`config.mk`:
```
export PLATFORM = sky130hd
export DESIGN_NAME = alu_req_scheduler
export DESIGN_NICKNAME = d
export VERILOG_FILES = /design/src/rtl/alu_sched_pkg.sv /design/src/rtl/booth_iter_mul.sv /design/src/rtl/alu_req_scheduler.sv
export SDC_FILE = /design/constraint.sdc
export NUM_CORES = 1
export LEC_CHECK = 0
export ABC_AREA = 1
export BUFFER_PORTS_ARGS = -buffer_cell sky130_fd_sc_hd__buf_2
export CORE_MARGIN = 3
export CORE_UTILIZATION = 25
export DETAILED_ROUTE_END_ITERATION = 16
export GPL_TIMING_DRIVEN = 1
export PLACE_DENSITY = 0.46
export SETUP_SLACK_MARGIN = 0.3
export SYNTH_ARGS = -nofsm -noshare
export SYNTH_HDL_FRONTEND = slang
export SYNTH_SLANG_ARGS = --single-unit
```
`constraint.sdc`:
```
create_clock -name clk -period 4.15 [get_ports clk]
set_input_delay 0.2075 -clock clk [delete_from_list [all_inputs] [get_ports clk]]
set_output_delay 0.2075 -clock clk [all_outputs]
set_load 0.02 [all_outputs]
```
`src/rtl/alu_sched_pkg.sv`:
```
// Shared opcode and state definitions for the ALU request scheduler.
package alu_sched_pkg;

    localparam logic [2:0] OP_ADD = 3'b000;
    localparam logic [2:0] OP_SUB = 3'b001;
    localparam logic [2:0] OP_MUL = 3'b010;
    localparam logic [2:0] OP_AND = 3'b011;
    localparam logic [2:0] OP_XOR = 3'b100;
    localparam logic [2:0] OP_SRL = 3'b101;
    localparam logic [2:0] OP_SLL = 3'b110;
    localparam logic [2:0] OP_ILL = 3'b111;

    typedef enum logic [1:0] {
        ST_IDLE = 2'b00,
        ST_EXEC = 2'b01,
        ST_MUL  = 2'b10,
        ST_RESP = 2'b11
    } state_e;

endpackage

```
`src/rtl/booth_iter_mul.sv`:
```
// Iterative radix-2 Booth multiplier: one add/sub plus arithmetic shift per clock.
// The accumulator carries one guard bit so neither the most negative signed
// operand nor a full-range unsigned multiplicand can overflow it. Unsigned
// mode treats the multiplier as signed during the W iterations and adds back
// a<<W when the multiplier MSB was set.
module booth_iter_mul #(
    parameter int W      = 32,
    parameter bit SIGNED = 1'b1
) (
    input  logic           clk,
    input  logic           rst,
    input  logic           start,
    input  logic [W-1:0]   a,
    input  logic [W-1:0]   b,
    output logic           done,
    output logic [2*W-1:0] prod
);

    localparam int CW = (W > 1) ? $clog2(W) : 1;

    logic [2*W+1:0] p_q;
    logic [2*W+1:0] pNext;
    logic [W:0]     m_q;
    logic [W:0]     acc;
    logic [W:0]     accSum;
    logic [CW-1:0]  cnt_q;
    logic           run_q;
    logic           done_q;
    logic           bMsb_q;
    logic [2*W-1:0] corr;

    assign acc = p_q[2*W+1:W+1];

    // Booth recoding of the two low bits picks add, subtract or pass, then shift right arithmetically
    always_comb begin
        accSum = acc;
        case (p_q[1:0])
            2'b01:   accSum = acc + m_q;
            2'b10:   accSum = acc - m_q;
            default: accSum = acc;
        endcase
        pNext = {accSum[W], accSum, p_q[W:1]};
    end

    // Load operands on start, then run exactly W iterations and pulse done afterwards
    always_ff @(posedge clk) begin
        if (rst) begin
            p_q    <= '0;
            m_q    <= '0;
            cnt_q  <= '0;
            run_q  <= 1'b0;
            done_q <= 1'b0;
            bMsb_q <= 1'b0;
        end else begin
            done_q <= 1'b0;
            if (start) begin
                p_q    <= {{(W+1){1'b0}}, b, 1'b0};
                m_q    <= SIGNED ? {a[W-1], a} : {1'b0, a};
                cnt_q  <= '0;
                run_q  <= 1'b1;
                bMsb_q <= b[W-1];
            end else if (run_q) begin
                p_q   <= pNext;
                cnt_q <= cnt_q + CW'(1);
                if (cnt_q == CW'(W-1)) begin
                    run_q  <= 1'b0;
                    done_q <= 1'b1;
                end
            end
        end
    end

    assign corr = (!SIGNED && bMsb_q) ? {m_q[W-1:0], {W{1'b0}}} : '0;
    assign prod = p_q[2*W:1] + corr;
    assign done = done_q;

endmodule

```
`src/rtl/alu_req_scheduler.sv`:
```
// Shares one ALU datapath between two requesters with round-robin arbitration.
// One operation is in flight at a time; multiplies go through the iterative
// Booth unit, everything else completes in a single EXEC cycle.
module alu_req_scheduler
    import alu_sched_pkg::*;
#(
    parameter int W          = 32,
    parameter bit MUL_SIGNED = 1'b1
) (
    input  logic           clk,
    input  logic           rst,
    input  logic           req0_valid,
    output logic           req0_ready,
    input  logic [2:0]     req0_op,
    input  logic [W-1:0]   req0_a,
    input  logic [W-1:0]   req0_b,
    input  logic           req1_valid,
    output logic           req1_ready,
    input  logic [2:0]     req1_op,
    input  logic [W-1:0]   req1_a,
    input  logic [W-1:0]   req1_b,
    output logic           rsp_valid,
    input  logic           rsp_ready,
    output logic           rsp_id,
    output logic [2*W-1:0] rsp_result,
    output logic           rsp_err,
    output logic           busy
);

    state_e         state_q, state_d;
    logic           lastGnt_q;
    logic [2:0]     op_q;
    logic [W-1:0]   a_q, b_q;
    logic           id_q;
    logic           rspId_q;
    logic           rspErr_q;
    logic [2*W-1:0] rspResult_q;

    logic           gnt0, gnt1, anyGnt;
    logic [2:0]     selOp;
    logic [W-1:0]   selA, selB;
    logic           mulStart, mulDone;
    logic [2*W-1:0] mulProd;
    logic [W-1:0]   aluRes;

    // Round-robin grant, only offered while idle; a tie goes to the requester not served last
    always_comb begin
        gnt0 = 1'b0;
        gnt1 = 1'b0;
        if (!rst && state_q == ST_IDLE) begin
            if (req0_valid && req1_valid) begin
                gnt0 = lastGnt_q;
                gnt1 = !lastGnt_q;
            end else begin
                gnt0 = req0_valid;
                gnt1 = req1_valid;
            end
        end
    end

    assign anyGnt   = gnt0 | gnt1;
    assign selOp    = gnt1 ? req1_op : req0_op;
    assign selA     = gnt1 ? req1_a  : req0_a;
    assign selB     = gnt1 ? req1_b  : req0_b;
    assign mulStart = anyGnt && (selOp == OP_MUL);

    booth_iter_mul #(
        .W      (W),
        .SIGNED (MUL_SIGNED)
    ) uMul (
        .clk   (clk),
        .rst   (rst),
        .start (mulStart),
        .a     (selA),
        .b     (selB),
        .done  (mulDone),
        .prod  (mulProd)
    );

    // Next-state logic: single-cycle ops via EXEC, multiplies wait for the Booth unit
    always_comb begin
        state_d = state_q;
        case (state_q)
            ST_IDLE: if (anyGnt) state_d = (selOp == OP_MUL) ? ST_MUL : ST_EXEC;
            ST_EXEC: state_d = ST_RESP;
            ST_MUL:  if (mulDone) state_d = ST_RESP;
            ST_RESP: if (rsp_ready) state_d = ST_IDLE;
            default: state_d = ST_IDLE;
        endcase
    end

    // State register
    always_ff @(posedge clk) begin
        if (rst) state_q <= ST_IDLE;
        else     state_q <= state_d;
    end

    // Combinational ALU for the non-multiply opcodes; shifts ignore B
    always_comb begin
        aluRes = '0;
        case (op_q)
            OP_ADD:  aluRes = a_q + b_q;
            OP_SUB:  aluRes = a_q - b_q;
            OP_AND:  aluRes = a_q & b_q;
            OP_XOR:  aluRes = a_q ^ b_q;
            OP_SRL:  aluRes = a_q >> 1;
            OP_SLL:  aluRes = a_q << 1;
            default: aluRes = '0;
        endcase
    end

    // Capture the granted request, then register the response; RESP holds it until taken
    always_ff @(posedge clk) begin
        if (rst) begin
            lastGnt_q   <= 1'b1;
            op_q        <= '0;
            a_q         <= '0;
            b_q         <= '0;
            id_q        <= 1'b0;
            rspId_q     <= 1'b0;
            rspErr_q    <= 1'b0;
            rspResult_q <= '0;
        end else begin
            case (state_q)
                ST_IDLE: begin
                    if (anyGnt) begin
                        op_q      <= selOp;
                        a_q       <= selA;
                        b_q       <= selB;
                        id_q      <= gnt1;
                        lastGnt_q <= gnt1;
                    end
                end
                ST_EXEC: begin
                    rspResult_q <= {{W{1'b0}}, aluRes};
                    rspErr_q    <= (op_q == OP_ILL);
                    rspId_q     <= id_q;
                end
                ST_MUL: begin
                    if (mulDone) begin
                        rspResult_q <= mulProd;
                        rspErr_q    <= 1'b0;
                        rspId_q     <= id_q;
                    end
                end
                default: ;
            endcase
        end
    end

    assign req0_ready = gnt0;
    assign req1_ready = gnt1;
    assign rsp_valid  = (state_q == ST_RESP);
    assign rsp_id     = rspId_q;
    assign rsp_result = rspResult_q;
    assign rsp_err    = rspErr_q;
    assign busy       = (state_q != ST_IDLE);

endmodule

```
==> flow_summary.yaml, run 1 <==
run_status:
  status: "complete, no violations"
global_routing:
  track_usage_pct: 17.7
  grt_pass1_vias: 17200
  grt_start_max_net_pins: 148
  antenna_found_initial: 3
  grt_pass1_wl_um: 103000
  grt_overflow_total: 0
timing:
  rsz0062_at_grt: "yes"
  fin_setup_tns_ns: 0
  period_needed_ns: 3.55
  slew_violations: 0
  setup_violations: 0
  hold_violations: 0
  clock_skew_ns: 0.0150
  worst_slack_ns: 0.596
  relSlewSlack_pct: 32.8
  fmax_ghz: 0.281
  period_share_pct: 85.6
  tightest_slew_ns: 1.01
floorplan:
  start_util_pct: 25.3
  die_area_sq_mm: 0.0728
  die_y_um: 270
  num_io_pins: 209
  num_rows: 96
  fp.coreArea_sq_mm: 0.0688
  chipWidth_um: 270
clock_network:
  cts_sinks: 241
  clkTransAtPathRegs_ns: 0.06
  clk_path_buf_depth: 3
  ctsRootBufferMaster: "clkbuf_16"
  htree_levels: 1
  cts_made_buffers: 29
  cts_tree: "done"
  clock_latency_ns: 0.57
drt:
  routed-via-count: 18300
  drtIter0Drc: 1272
  antenna_left: 0
  drc: 0
  first_pass_iters: 5
  totalWireLength_um: 66600
  wl_per_cell_um: 17.1
  vias_per_cell: 4.70
finish:
  stdcell_count: 3899
  drive_gt1_share_pct: 11.6
  synthToLayoutAreaGrowth_pct: 17.0
  final_area_sq_mm: 0.0204
  nFillCells: 7839
  seqCellArea_sq_mm: 0.00483
  mostFrequentLayoutCells: "864 x nand2_1, 334 x inv_1, 240 x dfxtp_1"
  nNetsFinal: 3195
  multi_input_area_sq_mm: 0.0108
  final_common_cell: "nand2_1"
synth:
  yosysSeqAreaShare_pct: 27.7
  synth.area.top_cells: "dfxtp_1 28%, nand2_1 19%, ha_1 7.6%, inv_1 7.2%, a21oi_1 5.9%"
  synth_top_area_cell: "dfxtp_1"
  ys_seq_elements: 241
  synth_fp_nets: 3046
  synth-edff-count: 0
  ys.flop_type: "dfxtp_1"
  avgSynthCellArea_sq_um: 6.21
  yosysUniqueCellTypes: 45
  synth_top_area_share_pct: 27.7
  syn_area_sq_mm: 0.0174
  synthCells: 2800
  ys_warn_count: 0
  synthArstFlopShare_pct: 0
worst_setup_path:
  path_delay_family: "simple AND/OR/NAND/NOR gates"
  crit_type: "flop to flop"
  crit_path_cell_trace: "inv_1 > ha_1 > nand2_1 > nor2_1 > nand2_1 > nor2_1 > a21oi_1 > a21oi_2 > nand2_1 > xnor2_1 > ha_1 > nand2_1 > nor3_4 > and2_1 > nand2_1 > nand3_1 > nand3_1 > nand2_1 > nand2_1 > a21oi_1"
  critPathSlowestCell: "ha_1"
  critPathBufInv: 1
  crit_fanout: 5
  cp.arrival_ns: 4.04
  cp-end-kind: "flop"
  required_ns: 4.64
  crit_path_start_kind: "flop"
  cp_common_cell: "nand2_1"
  cpPeakStageDelay_ns: 0.38
job:
  max_cap_viol_count: 0
place:
  post-place-cells: 3841
  dp_slack_ns: 0.402
  io_buffers: 208
  place.gp.congestion: 0.918
  dpl_cell_area_sq_mm: 0.0193
  hpwl_um: 50800
power:
  power.density_mw_per_mm2: 627
  power_uw: 12800
  p_leak_uw: 0.00993
  ir_drop_v: 0.000310
min_path:
  hp-class: "primary input to flop"
[where the power goes]
part	internal [uW]	leakage [uW]	switching [uW]
combinational	2290	0.00753	4910
sequential	2690	0.00197	401
clock	1430	0.000432	1050
total	6400	0.00993	6360
[flip-flops by register name, summed over array words and instances (netlist names)]
signal,flops
id_q,1
rsp_result,64
uMul.m_q,32
b_q,32
a_q,32
uMul.done,1
rsp_err,1
uMul.run_q,1
rsp_id,1
lastGnt_q,1
uMul.cnt_q,5
uMul.p_q,65
op_q,3
state_q,2
[worst min-delay path: cells and delay by family]
family                 cells  cell delay (ns)
buffers and inverters      2             0.14
AO/OA/AOI/OAI              1             0.08
AND/OR/NAND/NOR            2             0.15
[cells in the mapped netlist (2+ instances only)]
cell type / instances
nand3_1: 146
inv_2: 5
fa_1: 2
o21bai_1: 6
nor2_1: 224
o31ai_1: 4
xor2_1: 60
a21o_1: 3
o221ai_1: 2
o211ai_1: 73
o21a_1: 2
nand4_1: 14
a21oi_1: 204
clkbuf_1: 91
buf_1: 8
nor2_4: 2
dfxtp_1: 241
nor4_1: 9
o21ai_1: 27
o21ai_0: 159
clkinv_1: 2
or2_2: 31
inv_1: 335
and2_1: 2
buf_4: 7
o22ai_1: 29
xnor2_1: 17
ha_1: 105
nand2_1: 866
nor3_1: 19
buf_2: 24
a31oi_1: 36
a221oi_1: 30
nand3b_1: 4
[area by class of cell]
class / instances / share of cell area [%]
inverter: 342 / 6.32
tap: 931 / 5.72
sequential: 241 / 23.7
antenna: 1 / 0.0123
clock inverter: 5 / 0.295
timing repair buffer: 249 / 6.75
clock buffer: 44 / 4.09
multi-input combinational: 2086 / 53.1
[final timing paths]
check,from,end,slack [ns],cells past startpoint
worst min register to register,rsp_result[47],rsp_result[47],0.46,2
worst min-delay path,req0_b[8],b_q[8],0.03,5
worst max-delay path,b_q[0],rsp_result[28],0.60,20
worst max register to register,b_q[0],rsp_result[28],0.60,20
[cell families (layout without fill, tap and decap cells)]
family	after synthesis	in the layout	share of synthesized area (%)
AO/OA/AOI/OAI	579	579	19.1
XOR/XNOR	77	77	3.88
adder cells (fa/ha/maj)	107	107	7.78
buffers and inverters	473	640	10.6
flip-flops	241	241	27.7
other	0	1	0
AND/OR/NAND/NOR	1323	1323	30.9
[through the flow]
stage                     hold slack (ns)  utilization (%)
after floorplan                     0.428                -
after global placement              0.450             28.1
after detailed placement            0.453             28.1
after CTS                         0.00220             29.4
after global routing               0.0478             29.6
final                              0.0342             29.6
[layer usage]
layer	vias up	wire length [um]	global-route usage, %
li1	9422	-	-
met1	8347	34600	27.0
met2	489	27000	26.5
met3	51	4020	2.48
met4	0	1080	3.03
met5	-	0	0
[timing repair]
action,in CTS,in global routing
buffers inserted,0,3
resized for setup,0,19
hold buffers,5,0
endpoints found under the hold margin,4,0
endpoints found under the setup margin,0,14
(Power assumes the default switching activity.)
==> run 2: changes to the inputs <==
ABC_AREA = default   (was 1)
==> run 2 against run 1 <==
Non-clock buffer count is 100 higher. Design area is 1.4% lower. Synthesized cell count shrank 30%. Critical path type unchanged.
==> flow_summary.yaml, run 2 <==
timing:
  clock_skew_ns: 0.0204
  tightest_slew_ns: 1.14
  setup_violations: 0
  fmax_ghz: 0.253
  whs_ns: 0.0583
  period_share_pct: 95.4
  relSlewSlack_pct: 24.1
  slew_violations: 0
  rsz0062_at_grt: "yes"
  hold_violations: 0
  fin_setup_tns_ns: 0
  period_needed_ns: 3.96
clock_network:
  cts_sinks: 241
  clk_path_buf_depth: 3
  clkTransAtPathRegs_ns: 0.06
  htree_levels: 1
  clock_latency_ns: 0.57
  cts_tree: "done"
  cts_made_buffers: 28
  ctsRootBufferMaster: "clkbuf_16"
finish:
  top_register: "uMul.p_q"
  stdcell_count: 3054
  drive_gt1_share_pct: 22.7
  final_area_sq_mm: 0.0201
  nNetsFinal: 2441
  final_common_cell: "nor2_1"
  synthToLayoutAreaGrowth_pct: 26.4
  mostFrequentLayoutCells: "256 x nor2_1, 231 x dfxtp_1, 207 x buf_2"
  largest_register_ffs: 65
drt:
  drtIter0Drc: 1261
  vias_per_cell: 5.09
  antenna_left: 0
  drc: 0
  first_pass_iters: 5
  routed-via-count: 15500
  totalWireLength_um: 57300
  wl_per_cell_um: 18.8
global_routing:
  antenna_found_initial: 2
  grt_pass1_wl_um: 86500
  grt_pass1_vias: 14600
  track_usage_pct: 16.3
  grt_start_max_net_pins: 92
  grt_overflow_total: 0
place:
  place.gp.congestion: 0.913
  dpl_cell_area_sq_mm: 0.0184
  post-place-cells: 2971
  io_buffers: 208
  hpwl_um: 42200
synth:
  synthMostInstantiatedCell: "nor2_1"
  synth_compound_area_share_pct: 28.3
  yosysSeqAreaShare_pct: 30.4
  syn_area_sq_mm: 0.0159
  synthSimpleGateAreaFrac_pct: 15.7
  yosysUniqueCellTypes: 65
  synth_top_area_share_pct: 30.4
  ys_warn_count: 0
  post_synth_xor_area_fraction_pct: 6.06
  synthArstFlopShare_pct: 0
  synth-edff-count: 0
  synth_fa_ha_area_share_pct: 8.52
  synth_mux_area_share_pct: 6.87
  synth.area.top_cells: "dfxtp_1 30%, a211oi_1 9.1%, ha_1 8.3%, mux2i_1 6.9%, nor2_1 6.3%"
  synthCells: 1954
  synth_top_family_by_area: "compound AO/OA/AOI/OAI gates"
  ys.flop_type: "dfxtp_1"
  ys_seq_elements: 241
  synth_top_area_cell: "dfxtp_1"
  synth_fp_nets: 2200
  avgSynthCellArea_sq_um: 8.13
  synthTopCellsByCount: "267 x nor2_1, 241 x dfxtp_1, 193 x a211oi_1, 120 x clkbuf_1, 118 x o21ai_0"
power:
  p_leak_uw: 0.00845
  power.density_mw_per_mm2: 665
  ir_drop_v: 0.000323
floorplan:
  start_util_pct: 25.5
  die_y_um: 258
  num_rows: 91
  fp.coreArea_sq_mm: 0.0623
  num_io_pins: 209
  chipWidth_um: 258
  die_area_sq_mm: 0.0666
worst_setup_path:
  crit_path_start_kind: "flop"
  required_ns: 4.60
  cp.arrival_ns: 4.41
  cp-end-kind: "flop"
  crit_type: "flop to flop"
  r2r_cells: 16
  crit_fanout: 3
min_path:
  hp-class: "primary input to flop"
  min_path_cells: 3
run_status:
  status: "complete, no violations"
job:
  max_cap_viol_count: 0
==> run 2: area by class of cell <==
class | instances | area (sq um)
fillers | 6564 | 42200
multi-input cells | 1536 | 10900
flip-flops and latches | 241 | 4840
repair buffers | 349 | 2170
well taps | 837 | 1050
clock buffers | 44 | 842
inverters | 39 | 146
clock inverters | 6 | 87.6
diodes | 2 | 5.00
==> run 2: routing by layer <==
layer	share of wire [%]	global-route usage, %	wire, um	vias to the layer above
met3	5.7	2.75	3260	61
met5	0	0	0	-
met1	49	23.6	27900	7329
li1	-	-	-	7731
met4	1.8	3.51	1050	0
met2	44	25.2	25100	413
==> run 2: path summary, 6_finish.rpt <==
check	start	end	slack (ns)
max	b_q[13]	rsp_result[31]	0.19
min	req1_op[2]	op_q[2]	0.06
max reg2reg	b_q[13]	rsp_result[31]	0.19
min reg2reg	rsp_id	rsp_id	0.45
==> run 2: cell families (layout without fill, tap and decap cells) <==
kind of cell    Yosys count  count (layout)
simple gates            547             547
fa+ha+maj               107             107
buf+inv                 177             438
compound gates          663             663
mux                     109             109
flops                   241             241
other cells               0               2
xor+xnor                110             110
==> run 2: metrics by stage <==
step	utilization, %	worst slack [ns]	total power (uW)
6_report	32.2	0.192	13400
3_5_place_dp	29.6	-0.0300	10300
4_1_cts	31.4	0.188	13000
5_1_grt	32.2	-0.0210	14300
3_3_place_gp	29.6	0.0495	10200
2_1_floorplan	-	0.301	7920
==> run 2: critical path: stages (launching register included) <==
cell and delay (ns):
dfxtp_2 0.31, or4_4 0.55, nor4_4 0.17, nand3b_1 0.14, or2_4 0.29, o41ai_4 0.33
xor2_1 0.17, ha_1 0.29, a21oi_2 0.17, o21a_1 0.17, o221a_2 0.21, o21a_1 0.14
a2bb2oi_1 0.16, o311ai_1 0.13, xnor2_1 0.18, a221oi_1 0.09, a2111oi_1 0.34
==> run 2: where the power goes <==
part / internal (uW) / switching (uW) / leakage, uW
combinational: 3210 / 4460 / 0.00603
clock: 1510 / 1010 / 0.000455
sequential: 2700 / 474 / 0.00197
total: 7410 / 5940 / 0.00845
==> run 2: repair_timing <==
action	4_1_cts	5_1_grt
endpoints found under the setup margin	15	31
buffers inserted	10	20
hold buffers	1	0
endpoints found under the hold margin	31	0
resized for setup	28	93
pin swaps	20	59
